**src/rtl/text_frame_pkg.sv**
```systemverilog
// Shared constants and FSM state type for the AXI4-Stream text framer.
package text_frame_pkg;
    localparam int TXT_ROWS   = 4;
    localparam int TXT_COLS   = 16;
    localparam int TXT_CHAR_W = 8;
    localparam int TXT_ROW_W  = TXT_COLS * TXT_CHAR_W;

    localparam logic [7:0] ASCII_LF = 8'h0A;
    localparam logic [7:0] ASCII_CR = 8'h0D;

    typedef enum logic [1:0] {
        ST_CLEAR  = 2'd0,
        ST_RECV   = 2'd1,
        ST_COMMIT = 2'd2,
        ST_HOLD   = 2'd3
    } state_t;
endpackage

```
**src/rtl/axis_text_row.sv**
```systemverilog
// One 16-character back-buffer row: single byte-lane write or full-row fill.
module axis_text_row
    import text_frame_pkg::*;
#(
    parameter logic [7:0] FILL_CHAR = 8'h20
) (
    input  logic                  clk,
    input  logic                  clr,
    input  logic                  we,
    input  logic [3:0]            col,
    input  logic [TXT_CHAR_W-1:0] data,
    output logic [TXT_ROW_W-1:0]  row
);
    // Column 0 occupies the most significant byte lane.
    always_ff @(posedge clk) begin
        if (clr) begin
            row <= {TXT_COLS{FILL_CHAR}};
        end else if (we) begin
            row[TXT_CHAR_W*int'(4'd15 - col) +: TXT_CHAR_W] <= data;
        end
    end
endmodule

```
**src/rtl/axis_text_framer.sv**
```systemverilog
// AXI4-Stream byte sink that assembles a 4x16 text frame and publishes it atomically on tlast.
// Optional macro AXIS_TEXT_CTRL_EN: LF/CR in the stream move the write cursor instead of being stored.
module axis_text_framer
    import text_frame_pkg::*;
#(
    parameter logic [7:0] FILL_CHAR   = 8'h20,
    parameter int         HOLD_CYCLES = 0
) (
    input  logic                 clk,
    input  logic                 rst,
    input  logic [7:0]           s_axis_tdata,
    input  logic                 s_axis_tvalid,
    output logic                 s_axis_tready,
    input  logic                 s_axis_tlast,
    output logic [TXT_ROW_W-1:0] str1,
    output logic [TXT_ROW_W-1:0] str2,
    output logic [TXT_ROW_W-1:0] str3,
    output logic [TXT_ROW_W-1:0] str4,
    output logic                 frame_done,
    output logic                 frame_ovf,
    output logic [15:0]          frame_count
);
    state_t               state, state_next;
    logic [1:0]           clr_idx;
    logic [6:0]           ptr;      // linear cell index; bit 6 set means the frame is full
    logic                 ovf_acc;
    logic [15:0]          hold_cnt;
    logic                 beat, is_lf, is_cr, store, drop;
    logic [TXT_ROWS-1:0]  row_we, row_clr;
    logic [TXT_ROW_W-1:0] back [TXT_ROWS];

    assign beat = s_axis_tvalid && s_axis_tready;
`ifdef AXIS_TEXT_CTRL_EN
    assign is_lf = (s_axis_tdata == ASCII_LF);
    assign is_cr = (s_axis_tdata == ASCII_CR);
`else
    assign is_lf = 1'b0;
    assign is_cr = 1'b0;
`endif
    assign store = beat && !is_lf && !is_cr && !ptr[6];
    assign drop  = beat && !is_lf && !is_cr && ptr[6];

    for (genvar g = 0; g < TXT_ROWS; g++) begin : g_row
        assign row_we[g]  = store && (ptr[5:4] == 2'(g));
        assign row_clr[g] = (state == ST_CLEAR) && (clr_idx == 2'(g));
        axis_text_row #(.FILL_CHAR(FILL_CHAR)) u_row (
            .clk  (clk),
            .clr  (row_clr[g]),
            .we   (row_we[g]),
            .col  (ptr[3:0]),
            .data (s_axis_tdata),
            .row  (back[g])
        );
    end

    always_ff @(posedge clk) begin
        if (rst) state <= ST_CLEAR;
        else     state <= state_next;
    end

    always_comb begin
        state_next    = state;
        s_axis_tready = 1'b0;
        case (state)
            ST_CLEAR:  if (clr_idx == 2'd3) state_next = ST_RECV;
            ST_RECV: begin
                s_axis_tready = 1'b1;
                if (beat && s_axis_tlast) state_next = ST_COMMIT;
            end
            ST_COMMIT: state_next = (HOLD_CYCLES > 0) ? ST_HOLD : ST_CLEAR;
            ST_HOLD:   if (hold_cnt == 16'(HOLD_CYCLES - 1)) state_next = ST_CLEAR;
            default:   state_next = ST_CLEAR;
        endcase
    end

    always_ff @(posedge clk) begin
        if (rst) begin
            clr_idx  <= 2'd0;
            ptr      <= 7'd0;
            ovf_acc  <= 1'b0;
            hold_cnt <= 16'd0;
        end else begin
            clr_idx  <= (state == ST_CLEAR) ? clr_idx + 2'd1 : 2'd0;
            hold_cnt <= (state == ST_HOLD) ? hold_cnt + 16'd1 : 16'd0;
            if (state == ST_CLEAR) begin
                ptr     <= 7'd0;
                ovf_acc <= 1'b0;
            end else if (beat) begin
                // LF past the last row parks the cursor in the overflow region
                if (is_lf) begin
                    if (!ptr[6]) ptr <= {ptr[6:4] + 3'd1, 4'd0};
                end else if (is_cr) begin
                    ptr <= {ptr[6:4], 4'd0};
                end else if (!ptr[6]) begin
                    ptr <= ptr + 7'd1;
                end
                if (drop) ovf_acc <= 1'b1;
            end
        end
    end

    always_ff @(posedge clk) begin
        if (rst) begin
            str1        <= {TXT_COLS{FILL_CHAR}};
            str2        <= {TXT_COLS{FILL_CHAR}};
            str3        <= {TXT_COLS{FILL_CHAR}};
            str4        <= {TXT_COLS{FILL_CHAR}};
            frame_done  <= 1'b0;
            frame_ovf   <= 1'b0;
            frame_count <= 16'd0;
        end else begin
            frame_done <= (state == ST_COMMIT);
            if (state == ST_COMMIT) begin
                str1        <= back[0];
                str2        <= back[1];
                str3        <= back[2];
                str4        <= back[3];
                frame_ovf   <= ovf_acc;
                frame_count <= frame_count + 16'd1;
            end
        end
    end
endmodule

```
**config.mk**
```make
export PLATFORM = sky130hd
export DESIGN_NAME = axis_text_framer
export DESIGN_NICKNAME = d
export VERILOG_FILES = /design/src/rtl/text_frame_pkg.sv /design/src/rtl/axis_text_row.sv /design/src/rtl/axis_text_framer.sv
export SDC_FILE = /design/constraint.sdc
export NUM_CORES = 2
export LEC_CHECK = 0
export ABC_CLOCK_PERIOD_IN_PS = 6400
export CAP_MARGIN = 20
export CELL_PAD_IN_SITES_DETAIL_PLACEMENT = 1
export CELL_PAD_IN_SITES_GLOBAL_PLACEMENT = 1
export CORE_MARGIN = 2
export CORE_UTILIZATION = 38
export CTS_CLUSTER_SIZE = 25
export DETAILED_ROUTE_END_ITERATION = 7
export GPL_TIMING_DRIVEN = 0
export PLACE_DENSITY_LB_ADDON = 0.3
export RECOVER_POWER = 100
export SYNTH_ARGS = -nofsm -noshare
export SYNTH_HDL_FRONTEND = slang
export SYNTH_HIERARCHICAL = 1
export SYNTH_SLANG_ARGS = --single-unit
```
**constraint.sdc**
```tcl
create_clock -name clk -period 6.4 [get_ports clk]
set_input_delay 1.28 -clock clk [delete_from_list [all_inputs] [get_ports clk]]
set_output_delay 1.28 -clock clk [all_outputs]
set_load 0.02 [all_outputs]
```
==> results.json <==
{
  "crit_top_cell": "nor4_1",
  "rows": 119,
  "area_delta_synth_final_pct": 26.1,
  "design.die.area_um2": 109000,
  "clkTransAtPathRegs_ns": 0.06,
  "clockRootBuffer": "clkbuf_16",
  "worst_clock_skew_ns": 0.0211,
  "grt.total_usage_pct": 26.7,
  "status": "finished, violations left",
  "synth_area_per_cell_um2": 8.67,
  "first_global_vias": 36900,
  "h-tree-depth": 3,
  "yosys.area.top_type": "dfxtp_1",
  "hpwl_um": 107000,
  "critical_path_arrival_ns": 5.68,
  "holdPathEnd": "str3[99]",
  "gp_congestion": 0.863,
  "grt-ovfl-total": 0,
  "hold_start": "g_row[2].u_row/row[99]",
  "ys_types": 61,
  "dieHeight_um": 330,
  "cts_resized": 0,
  "crit_chain": "dlygate4sd3_1 > nand3b_1 > nor4_1 > nand2b_1 > nor4_1 > nor2b_1 > a211o_1",
  "hold_violations": 0,
  "synthCells": 4655,
  "worst-slew-pin-transition_ns": 2.61,
  "final_common_cell": "nand2_1",
  "layout_min_cycle_time_ns": 5.10,
  "clk_path_buf_depth": 3,
  "min_path_type": "flip-flop to flip-flop",
  "timing.rr.start": "ptr[2]",
  "slew_headroom_pct": -75.5,
  "finalPower_mw": 14.1,
  "power.density_nw_per_um2": 276,
  "clk_latency_ns": 0.70,
  "layout_setup_ws_ns": 1.30,
  "post_route_cells_drive_above_1_share_pct": 5.59,
  "r2r_setup_slack_ns": 1.55,
  "crit_slowest_cell": "nor4_1",
  "crit_fanout": 9,
  "antenna_found_initial": 9,
  "io_buffers": 540,
  "start_util_pct": 38.3,
  "cts_setup_buffers": 0,
  "crit_path_start_kind": "input pin",
  "yosysSeqAreaShare_pct": 53.1,
  "ios": 543,
  "detail-route-antenna-nets": 0,
  "synth_fp_nets": 4682,
  "ff2ff_path_depth": 8,
  "fmax_mhz": 196,
  "maxSlewViolCount": 119,
  "fin_util_pct": 48.4,
  "netlist.area_leader.share_pct": 53.1,
  "fill_cells": 12300,
  "drt-total-wl_um": 148000,
  "post-route-period-util_pct": 79.7,
  "dieWidth_um": 330,
  "worstReg2RegEnd": "g_row[0].u_row/row[5]",
  "endpoint_kind": "flip-flop",
  "numCtsBuffers": 112,
  "cts_tree": "done",
  "hold_buffers": 0,
  "yosys-top-cells-area": "dfxtp_1, nand2_1, a21oi_1",
  "clock_sinks": 1070,
  "ys_warn_count": 6,
  "place_ws_ns": 1.69,
  "min_path_cells": 2,
  "rsz0062_at_grt": "false",
  "setup_viol": 0,
  "synth_seq_cells": 1070,
  "synth_area_um2": 40400,
  "wl_per_cell_um": 21.8,
  "final_cell_mix": "nand2_1, dfxtp_1, a21oi_1",
  "cp.required_ns": 6.98,
  "violations": "capacitance limit, slew limit",
  "viasPerCell": 5.26,
  "tns_ns": 0,
  "power.leakage_nw": 19.5,
  "critical_path_class": "input pin to flip-flop",
  "drtPass1Iterations": 5,
  "max_stage_delay_ns": 2.10,
  "vias": 35800,
  "irDropWorstVdd_mv": 0.231,
  "maxCapViolCount": 14,
  "drc": 0,
  "fp.coreArea_um2": 105000,
  "first_iter_violations": 2136,
  "grt_max_degree": 32,
  "fin_nets": 5342,
  "grt_pass1_wl_um": 223000
}
[worst max-delay path by stage]
stage / slack, ns / to / cells after the start / startpoint
after floorplan: 3.26 / g_row[1].u_row/row[5] / 8 / s_axis_tvalid
after global placement: 1.82 / g_row[1].u_row/row[5] / 9 / s_axis_tvalid
after detailed placement: 1.69 / g_row[1].u_row/row[116] / 10 / s_axis_tvalid
after CTS: 2.37 / s_axis_tready / 3 / state[0]
after global routing: 1.12 / g_row[2].u_row/row[5] / 8 / s_axis_tvalid
final: 1.30 / g_row[0].u_row/row[5] / 7 / s_axis_tvalid
[flip-flops by register name (all words and copies together) (netlist names)]
name,count
clr_idx,2
frame_count,16
frame_done,1
frame_ovf,1
g_row.u_row/row,512
hold_cnt,16
ovf_acc,1
ptr,7
state,2
str1,128
str2,128
str3,128
str4,128
[cells in the mapped netlist (all sizes together)]
library cell and number:
a31o 1, o211a 4, nor4b 6, nand4 33, nor2b 21, or2 7, nor3b 18, or3b 32
a21oi 695, a211oi 12, dfxtp 1070, o21ai 47, clkbuf 204, inv 15, nor3 16, a311o 4
nand2 1308, and3b 9, and2b 1, nor4 18, nor2 221, buf 126, nand4b 1, o311ai 4
and2 14, a31oi 2, xnor2 15, ha 15, and4b 5, xor2 20, nand3 223, a211o 44
nand2b 60, nor4bb 1, nand3b 81, or3 11, o211ai 16, and3 28, mux2i 231, and4 14
or2b 1, o31ai 1
[power by group]
part	internal (mW)	switching (mW)
Sequential	6.73	0.0484
Combinational	0.137	0.471
Clock	3.93	2.75
Total	10.8	3.27
[per-stage QoR]
| step | area, um2 | instances | hold slack [ns] |
|---|---|---|---|
| floorplan | 40400 | 4655 | 0.426 |
| detailed placement | 47600 | 6592 | 0.445 |
| CTS | 51400 | 6794 | 0.452 |
| global route | 50900 | 6794 | 0.464 |
| finish | 50900 | 6799 | 0.446 |
| global placement | 47500 | 6586 | 0.438 |
[per-layer routing]
metal  vias up  global-route usage (%)  part of all wire (%)
li1      17000                       -                     -
met1     17700                    34.4                    44
met2       866                    44.8                    47
met3       229                    5.27                   5.4
met4         0                    8.50                   3.2
met5         -                       0                     0
[critical path: cells and delay by family]
family,cells,cell delay [ns]
buf+inv,1,0.69
compound gates,1,0.35
simple gates,5,3.35
[area by class of cell]
cell class	instances	area [um2]	area share, %
Sequential cell	1070	21400	42.1
Multi-Input combinational cell	3240	17100	33.5
Timing Repair Buffer	546	5480	10.8
Clock buffer	167	3360	6.60
Tap cell	1391	1740	3.42
Buffer	330	1360	2.66
Clock inverter	35	413	0.811
Inverter	15	56.3	0.111
Antenna cell	5	12.5	0.0246
[cells by family after synthesis]
family / share of synthesized area [%]
and+or+nand+nor: 24.7
DFF: 53.1
AOI/OAI and AO/OA: 11.3
buffers and inverters: 3.67
muxes: 5.73
xor gates and xnor gates: 1.02
adders and majority gates: 0.465
(Power assumes the default switching activity.)
